<file path="config.mk">
export PLATFORM = sky130hd
export DESIGN_NAME = sync_fifo_param
export DESIGN_NICKNAME = d
export VERILOG_FILES = /design/src/rtl/sync_fifo_pkg.sv /design/src/rtl/sync_fifo_ram.sv /design/src/rtl/sync_fifo_param.sv
export SDC_FILE = /design/constraint.sdc
export NUM_CORES = 1
export LEC_CHECK = 0
export CAP_MARGIN = 20
export CORE_ASPECT_RATIO = 0.9
export CORE_MARGIN = 2
export CORE_UTILIZATION = 39
export CTS_CLUSTER_DIAMETER = 30
export DETAILED_ROUTE_END_ITERATION = 6
export GPL_ROUTABILITY_DRIVEN = 0
export SETUP_SLACK_MARGIN = 0.5
export SLEW_MARGIN = 20
export SYNTH_ARGS = -nofsm -noshare
export SYNTH_HDL_FRONTEND = slang
export SYNTH_SLANG_ARGS = --single-unit
</file>
<file path="constraint.sdc">
create_clock -name clk -period 2.7 [get_ports clk]
set_input_delay 0.54 -clock clk [delete_from_list [all_inputs] [get_ports clk]]
set_output_delay 0.54 -clock clk [all_outputs]
set_load 0.05 [all_outputs]
</file>
<file path="src/rtl/sync_fifo_pkg.sv">
// Shared constants and the width helper for the synchronous FIFO.
// The FIFO top also honours SYNC_FIFO_FWFT_EN (first-word-fall-through read port).
package sync_fifo_pkg;

   localparam int DEFAULT_WIDTH = 8;
   localparam int DEFAULT_DEPTH = 8;

   // Ceiling log2; elaboration-time only, sizes pointers and the occupancy count.
   function automatic int clog2(input int value);
      int result;
      int v;
      result = 0;
      v = value - 1;
      while (v > 0) begin
         result++;
         v = v >> 1;
      end
      return result;
   endfunction

endpackage

</file>
<file path="src/rtl/sync_fifo_ram.sv">
// FIFO storage array: synchronous write port, asynchronous read port.
module sync_fifo_ram
   import sync_fifo_pkg::*;
#(
   parameter int WIDTH = DEFAULT_WIDTH,
   parameter int DEPTH = DEFAULT_DEPTH,
   localparam int AW = clog2(DEPTH)
)(
   input  logic             clk,
   input  logic             we,
   input  logic [AW-1:0]    waddr,
   input  logic [WIDTH-1:0] wdata,
   input  logic [AW-1:0]    raddr,
   output logic [WIDTH-1:0] rdata
);

   logic [WIDTH-1:0] mem [DEPTH];

   always_ff @(posedge clk) begin
      if (we) begin
         mem[waddr] <= wdata;
      end
   end

   assign rdata = mem[raddr];

endmodule

</file>
<file path="src/rtl/sync_fifo_param.sv">
// Parameterised synchronous FIFO with sticky overflow/underflow and flush.
// Define SYNC_FIFO_FWFT_EN for first-word-fall-through; default is a registered read port.
module sync_fifo_param
   import sync_fifo_pkg::*;
#(
   parameter int WIDTH    = DEFAULT_WIDTH,
   parameter int DEPTH    = DEFAULT_DEPTH,
   parameter int AF_LEVEL = DEPTH - 1,
   parameter int AE_LEVEL = 1,
   localparam int AW = clog2(DEPTH),
   localparam int CW = AW + 1
)(
   input  logic             clk,
   input  logic             rst,
   input  logic             wr,
   input  logic [WIDTH-1:0] data_in,
   input  logic             rd,
   input  logic             flush,
   input  logic             clr_err,
   output logic [WIDTH-1:0] data_out,
   output logic             empty,
   output logic             full,
   output logic             almost_empty,
   output logic             almost_full,
   output logic [CW-1:0]    fifo_cnt,
   output logic             overflow,
   output logic             underflow
);

   logic [AW-1:0]    wr_ptr;
   logic [AW-1:0]    rd_ptr;
   logic [CW-1:0]    cnt;
   logic             wr_acc;
   logic             rd_acc;
   logic             ram_we;
   logic [WIDTH-1:0] ram_rdata;
   logic             ovf_q;
   logic             udf_q;

   assign empty        = (cnt == '0);
   assign full         = (cnt == CW'(DEPTH));
   assign almost_full  = (int'(cnt) >= AF_LEVEL);
   assign almost_empty = (int'(cnt) <= AE_LEVEL);
   assign fifo_cnt     = cnt;
   assign overflow     = ovf_q;
   assign underflow    = udf_q;

   // A read on a full FIFO frees the slot the concurrent write lands in.
   assign wr_acc = wr & (~full | rd);
   assign rd_acc = rd & ~empty;
   assign ram_we = wr_acc & ~flush & ~rst;

   sync_fifo_ram #(
      .WIDTH (WIDTH),
      .DEPTH (DEPTH)
   ) u_ram (
      .clk   (clk),
      .we    (ram_we),
      .waddr (wr_ptr),
      .wdata (data_in),
      .raddr (rd_ptr),
      .rdata (ram_rdata)
   );

   always_ff @(posedge clk) begin
      if (rst) begin
         wr_ptr <= '0;
         rd_ptr <= '0;
         cnt    <= '0;
      end else if (flush) begin
         wr_ptr <= '0;
         rd_ptr <= '0;
         cnt    <= '0;
      end else begin
         if (wr_acc) wr_ptr <= wr_ptr + AW'(1);
         if (rd_acc) rd_ptr <= rd_ptr + AW'(1);
         case ({wr_acc, rd_acc})
            2'b10:   cnt <= cnt + CW'(1);
            2'b01:   cnt <= cnt - CW'(1);
            default: cnt <= cnt;
         endcase
      end
   end

   // A new error event wins over a same-cycle clear so no event is lost.
   always_ff @(posedge clk) begin
      if (rst) begin
         ovf_q <= 1'b0;
         udf_q <= 1'b0;
      end else begin
         if (!flush && wr && !wr_acc) ovf_q <= 1'b1;
         else if (clr_err)            ovf_q <= 1'b0;
         if (!flush && rd && empty)   udf_q <= 1'b1;
         else if (clr_err)            udf_q <= 1'b0;
      end
   end

`ifdef SYNC_FIFO_FWFT_EN
   assign data_out = empty ? '0 : ram_rdata;
`else
   logic [WIDTH-1:0] dout_q;

   always_ff @(posedge clk) begin
      if (rst) begin
         dout_q <= '0;
      end else if (!flush && rd_acc) begin
         dout_q <= ram_rdata;
      end
   end

   assign data_out = dout_q;
`endif

endmodule

</file>
==> results of run 1 <==
==> stage by stage <==
stage | worst slack (ns) | std cells | hold slack (ns) | total power, mW | cell area, um^2
5_1_grt | 0.4787 | 411 | 0.5220 | 2.673 | 4312
3_5_place_dp | 0.1167 | 388 | 0.4735 | 1.665 | 4011
6_report | 0.5551 | 411 | 0.4783 | 2.578 | 4312
2_1_floorplan | 0.4080 | 230 | 0.5374 | 1.581 | 3451
4_1_cts | 0.5023 | 407 | 0.4864 | 2.610 | 4265
3_3_place_gp | 0.1527 | 388 | 0.4567 | 1.663 | 4011
==> cell usage after synthesis <==
cell	n	area (um^2)
edfxtp_1	64	1922
nor2_1	24	90.09
dfxtp_1	20	400.4
mux2i_1	20	200.2
nor3_1	12	60.06
o22ai_1	9	56.30
a211oi_1	8	60.06
ha_1	7	87.58
mux4_2	7	157.7
clkbuf_1	6	22.52
a21oi_1	5	25.02
inv_1	5	18.77
nand2_1	5	18.77
nand2b_1	5	31.28
xor2_1	5	43.79
buf_2	4	20.02
nand3_1	2	10.01
nand3b_1	2	15.01
nor2b_1	2	12.51
or2_2	2	12.51
or3_4	2	22.52
xnor2_1	2	17.52
a21o_2	1	8.760
and2_1	1	6.260
and3b_2	1	10.01
and4bb_1	1	12.51
buf_1	1	3.750
buf_6	1	11.26
nand2b_4	1	13.76
nand4b_1	1	8.760
o21ai_0	1	5.000
or3_2	1	7.510
or3b_1	1	8.760
or4b_1	1	10.01
==> cell type report <==
type / instances / area (um^2) / share of cell area
Inverter: 5 / 23.77 / 0.005514
Clock inverter: 5 / 76.32 / 0.01770
Sequential cell: 84 / 2332 / 0.5409
Timing Repair Buffer: 58 / 525.5 / 0.1219
Clock buffer: 11 / 131.4 / 0.03047
Tap cell: 119 / 148.9 / 0.03453
Multi-Input combinational cell: 129 / 1074 / 0.2490
==> worst min-delay path by stage <==
stage	start	endpoint
after global placement	overflow	overflow
after global routing	overflow	overflow
final	overflow	overflow
after floorplan	wr_ptr[0]	wr_ptr[0]
after CTS	overflow	overflow
after detailed placement	overflow	overflow
==> critical path: cells and delay by family, from the launching register on <==
kind / cells / cell delay [ns]
AND/OR/NAND/NOR: 3 / 0.90
flip-flops: 1 / 0.37
adder cells (fa/ha/maj): 2 / 0.30
buffers and inverters: 3 / 0.26
AO/OA/AOI/OAI: 1 / 0.13
multiplexers: 1 / 0.12
==> state kept, by name, summed over array words and instances, names as in the netlist <==
signal and cells:
underflow 1, wr_ptr 3, data_out 8, rd_ptr 3, overflow 1, fifo_cnt 4
u_ram.mem 64
==> cell usage in the layout, fill, tap and decap left out, types with 3 or more instances in the layout <==
| cell | n |
|---|---|
| nand2b_1 | 5 |
| a21oi_1 | 3 |
| o22ai_1 | 9 |
| nand2_1 | 4 |
| nor3_1 | 9 |
| xor2_1 | 5 |
| nor2_2 | 3 |
| a211oi_1 | 8 |
| edfxtp_1 | 64 |
| inv_1 | 3 |
| nor2_1 | 21 |
| mux4_2 | 7 |
| clkbuf_8 | 9 |
| buf_4 | 26 |
| dfxtp_1 | 16 |
| clkdlybuf4s50_1 | 27 |
| ha_1 | 5 |
| mux2i_1 | 20 |
==> timing repair <==
action                     in CTS  in global routing
setup endpoints to repair       8                 12
buffers inserted                3                  4
gates cloned                    0                  0
hold buffers                    0                  0
pin swaps                       1                  4
resized for setup              11                  5
==> kinds of logic after synthesis <==
family,count (synthesis),synth area share
muxes,27,0.1049
adders and majority gates,7,0.02568
and+or+nand+nor,64,0.1027
buffers and inverters,17,0.02238
AOI/OAI and AO/OA,24,0.04549
xor gates and xnor gates,7,0.01798
DFF,84,0.6808
==> report_power, final <==
group	switching [mW]	internal, mW	leakage [nW]
logic	0.141	0.0977	0.599
registers	0.0112	1.40	0.741
clock network	0.408	0.517	0.101
total	0.560	2.02	1.44
==> metal layers <==
metal / part of all wire / GRT usage / wire length, um / vias to the layer above
met2: 0.49 / 0.2288 / 3208 / 31
li1: - / - / - / 972
met3: 0.028 / 0.04075 / 186 / 14
met4: 0.023 / 0.06667 / 151 / 0
met5: 0 / 0 / 0 / -
met1: 0.46 / 0.1932 / 3050 / 994
==> summary.txt, run 1 <==
Critical path
  • CP peak stage delay: 0.42 ns
  • Worst path slowest cell: or3_2
  • CP Capture Point: fifo_cnt[2]
  • R2R depth: 10
  • Critical path class: register to register
  • WP data required: 2.99 ns
  • Crit path launch type: register
  • R2r setup slk: 0.56 ns
  • Critical path data arrival time: 2.43 ns
  • R2R Path End: fifo_cnt[2]
  • Worst reg2reg path startpoint: fifo_cnt[1]
  • Crit. End Element: register
  • Crit path max fanout: 5
  • CP Cell Sequence: inv_4 -> ha_4 -> or3b_4 -> nand2_4 -> inv_1 -> ha_2 -> buf_4 -> mux2i_1 -> or3_2 -> a21oi_2
  • Crit path launch: fifo_cnt[1]

Clock tree
  • CTS tree: built
  • Clock Path Buffers: 2
  • Sink Count: 84
  • H-tree levels: 3
  • Worst-Skew Late Latency: 0.35 ns
  • Total CTS buffers: 9
  • Clock transition at path regs: 0.08 ns
  • Root Driver: clkbuf_8

Die
  • Die W: 102.6 um
  • Num ports: 32
  • Die H: 92.72 um
  • Starting Density: 0.3999
  • Die area: 0.009511 mm^2
  • Row Count: 32
  • Core area: 0.008528 mm^2

Global route
  • Vias in the first global route: 1918
  • Largest net degree at the start of global routing: 14
  • Global route overflow: 0
  • Tot GR Track Use: 0.1479
  • Initial antenna violation count: 0
  • First-pass GRT wire length: 10.06 mm

Yosys
  • Avg Synthesized Cell Area: 14.83 um^2
  • Yosys warning count: 0
  • Post-synth cell types: 34
  • Syn Std Cell Area: 0.003411 mm^2
  • Cell count after synthesis: 230
  • Register area share after synthesis: 0.6809
  • Net Count, Synth: 251
  • Seq cells post-synth: 84

Cells and area
  • Ant diodes: 0
  • Finished Core Util: 0.5056
  • Fraction of layout cells with a size suffix above 1: 0.2568
  • Synth-to-layout area growth: 26.41%
  • Fill cells: 735
  • Final Net Count: 308

Timing
  • FMAX: 466.2 MHz
  • Period utilisation layout: 0.7944
  • Crit path time final: 2.145 ns
  • TNS Setup: 0 ns
  • Relative slew slack: 0.4765
  • Endpoints failing setup: 0
  • Final Max Slew Viols: 0
  • Fin. Hold Viols: 0
  • Clock Skew: 0.01117 ns
  • Unrepaired setup endpoints after global routing: yes
  • Worst-Margin Slew: 0.7842 ns

Min path
  • Worst hold path type: register to register
  • Hold-critical path depth: 2

Placed design
  • Port bufs: 31
  • DP Wirelength: 4.524 mm

Flow run
  • Max Cap Viol: 0

Route
  • Via density: 4.893
  • DR vias: 2011
  • WL final: 6.597 mm
  • DRT iter0 DRCs: 82
  • Post-DRT Antenna Nets: 0
  • DR pass1 iterations: 4
  • WL/cell: 16.05 um
  • Remaining DRCs: 0

Power
  • P_leak: 1.441 nW
  • Worst IR Drop VDD: 0.2466 mV
  • Power per cell area: 598.0 mW/mm^2

Outcome
  • Outcome: complete, no violations
(Power assumes the default switching activity.)
==> run 2, diff against run 1 <==
==> constraint.sdc (replaced) <==
create_clock -name clk -period 1.9 [get_ports clk]
set_input_delay 0.38 -clock clk [delete_from_list [all_inputs] [get_ports clk]]
set_output_delay 0.38 -clock clk [all_outputs]
set_load 0.05 [all_outputs]
==> run 2 against run 1 <==
  * The run now ends with setup timing left
  * First-iteration DRC count fell by 16%
  * Register-to-register slack got worse by 0.66 ns
  * Sequential cell count did not move
  * Clock power rose by 24%
  * Hold slack barely moved
  * Largest cell class unchanged
  * Largest power group unchanged
  * Routed wire length rose by 11%
==> summary.txt, run 2 (same netlist as run 1, synthesis figures left out) <==
Cells and area
  • Largest Register: u_ram.mem
  • Fill cells: 707 (-3.8%)
  • Commonest non-fill, non-tap cell in the layout: edfxtp_1
  • Fraction of layout cells with a size suffix above 1: 0.4528 (+0.1959)
  • Max FFs per register: 64 (unchanged)
  • Finished Core Util: 0.5656 (+0.06001)
  • Ant diodes: 0 (unchanged)
  • Most frequent cells in the layout: edfxtp_1, mux2i_1, buf_4
  • Synth-to-layout area growth: 41.42%
  • Final Net Count: 323 (+4.9%)
  • Final Cell Area: 0.004823 mm^2 (+12%)

Route
  • Post-DRT Antenna Nets: 0 (unchanged)
  • DR pass1 iterations: 5 (+1)
  • DR vias: 2095 (+4.2%)
  • Via density: 4.918 (+0.51%)
  • WL/cell: 17.19 um (+7.1%)
  • WL final: 7.322 mm (+11%)
  • DRT iter0 DRCs: 69 (-16%)
  • Remaining DRCs: 0 (unchanged)

Placed design
  • Placement Cell Area: 0.004317 mm^2 (+7.6%)
  • DP Wirelength: 4.887 mm (+8.0%)
  • Port bufs: 31 (unchanged)

Power
  • Internal power: 2.793 mW (+38%)
  • Total Power: 3.667 mW (+42%)
  • Worst IR Drop VDD: 0.3541 mV (+44%)
  • Combinational share of power: 0.138 (+0.045)
  • Reg power frac: 0.548 (about the same)
  • Clock network fraction of total power: 0.314 (-0.045)
  • P_leak: 1.618 nW (+12%)
  • Power per cell area: 760.2 mW/mm^2 (+27%)
  • Switching Fraction: 0.2381 (+0.02095)
  • Switch Pwr: 0.8732 mW (+56%)

Timing
  • Setup WS post-layout: -0.1230 ns (-0.6781 ns)
  • Final Max Slew Viols: 0 (unchanged)
  • Unrepaired setup endpoints after global routing: yes
  • TNS Setup: -0.4997 ns (-0.4997 ns)
  • Fin. Hold Viols: 0 (unchanged)
  • Period utilisation layout: 1.065
  • Endpoints failing setup: 20 (+20)
  • Relative slew slack: 0.7604 (+0.2839)
  • Worst-Margin Slew: 0.3593 ns (-0.4248 ns)
  • FMAX: 494.3 MHz
  • Crit path time final: 2.023 ns
  • Clock Skew: 0.01167 ns (+0.0004966 ns)

Outcome
  • Failing checks: setup timing
  • Outcome: complete, but fails checks

Global route
  • Vias in the first global route: 2140 (+12%)
  • Global route overflow: 0 (unchanged)
  • First-pass GRT wire length: 11.67 mm (+16%)
  • Largest net degree at the start of global routing: 28 (+14)
  • Initial antenna violation count: 0 (unchanged)
  • Tot GR Track Use: 0.1664 (+0.01856)

Die
  • Die area: 0.009511 mm^2 (unchanged)
  • Die W: 102.6 um (unchanged)
  • Num ports: 32 (unchanged)
  • Core area: 0.008528 mm^2 (unchanged)
  • Starting Density: 0.3999 (unchanged)
  • Row Count: 32 (unchanged)
  • Die H: 92.72 um (unchanged)

Clock tree
  • Worst-Skew Late Latency: 0.34 ns (about the same)
  • CTS tree: built
  • Total CTS buffers: 9 (unchanged)
  • Sink Count: 84 (unchanged)
  • Root Driver: clkbuf_8
  • Clock Path Buffers: 2 (unchanged)
  • H-tree levels: 3 (unchanged)
  • Clock transition at path regs: 0.08 ns (about the same)
  • Hold-fix buffers, CTS: 0 (unchanged)

Critical path
  • Crit path max fanout: 3 (-2)
  • Critical path class: register to output pin
  • Critical path data arrival time: 1.64 ns (-0.79 ns)
  • Crit. End Element: output pin
  • Crit path launch type: register
  • WP data required: 1.52 ns (-1.47 ns)

Flow run
  • Max Cap Viol: 0 (unchanged)

Min path
  • Worst hold path type: register to register
[run 2: stage by stage]
| step | std cells | setup slack (ns) | hold slack (ns) |
|---|---|---|---|
| floorplan | 230 | -0.2720 | 0.4789 |
| global placement | 397 | -0.3892 | 0.4685 |
| detailed placement | 397 | -0.4144 | 0.4738 |
| CTS | 420 | -0.1386 | 0.4836 |
| global route | 426 | -0.1806 | 0.5101 |
| finish | 426 | -0.1230 | 0.4784 |
[run 2: path summary, 6_finish.rpt]
kind / startpoint / to / slack [ns] / depth (start not counted)
max: fifo_cnt[0] / empty / -0.12 / 6
min: overflow / overflow / 0.48 / 2
max reg2reg: fifo_cnt[0] / fifo_cnt[2] / -0.10 / 10
min reg2reg: overflow / overflow / 0.48 / 2
[run 2: layout make-up]
type	instances	area, um^2	share of cell area
clock buffers	13	160.2	0.03320
clock inverters	3	20.02	0.004150
inverters	5	30.03	0.006226
multi-input cells	129	1309	0.2713
flip-flops and latches	84	2332	0.4835
well taps	119	148.9	0.03087
repair buffers	73	823.3	0.1707
[run 2: metal layers]
layer / GRT usage / share of wire / vias up
li1: - / - / 1010
met1: 0.2509 / 0.50 / 1052
met2: 0.2413 / 0.47 / 29
met3: 0.03698 / 0.028 / 4
met4: 0.04667 / 0.0044 / 0
met5: 0 / 0 / -
[run 2: power by group through the flow]
stage                     registers (mW)  clock network, mW  logic (mW)
final                               2.01               1.15       0.506
after global routing                2.01               1.26       0.540
after CTS                           2.01               1.19       0.458
after detailed placement            2.05                  0       0.400
after global placement              2.05                  0       0.394
after floorplan                     2.10                  0       0.176
[run 2: critical path, stage by stage (launching register included)]
cell and delay, ns:
dfxtp_4 0.36, inv_4 0.06, ha_4 0.14, or3b_4 0.41, buf_6 0.14, clkinvlp_4 0.08, buf_12 0.13
[run 2: timing repair]
action	in CTS	in global routing
buffers inserted	7	6
setup endpoints to repair	96	91
pin swaps	8	10
resized for setup	73	32
hold endpoints to repair	0	0
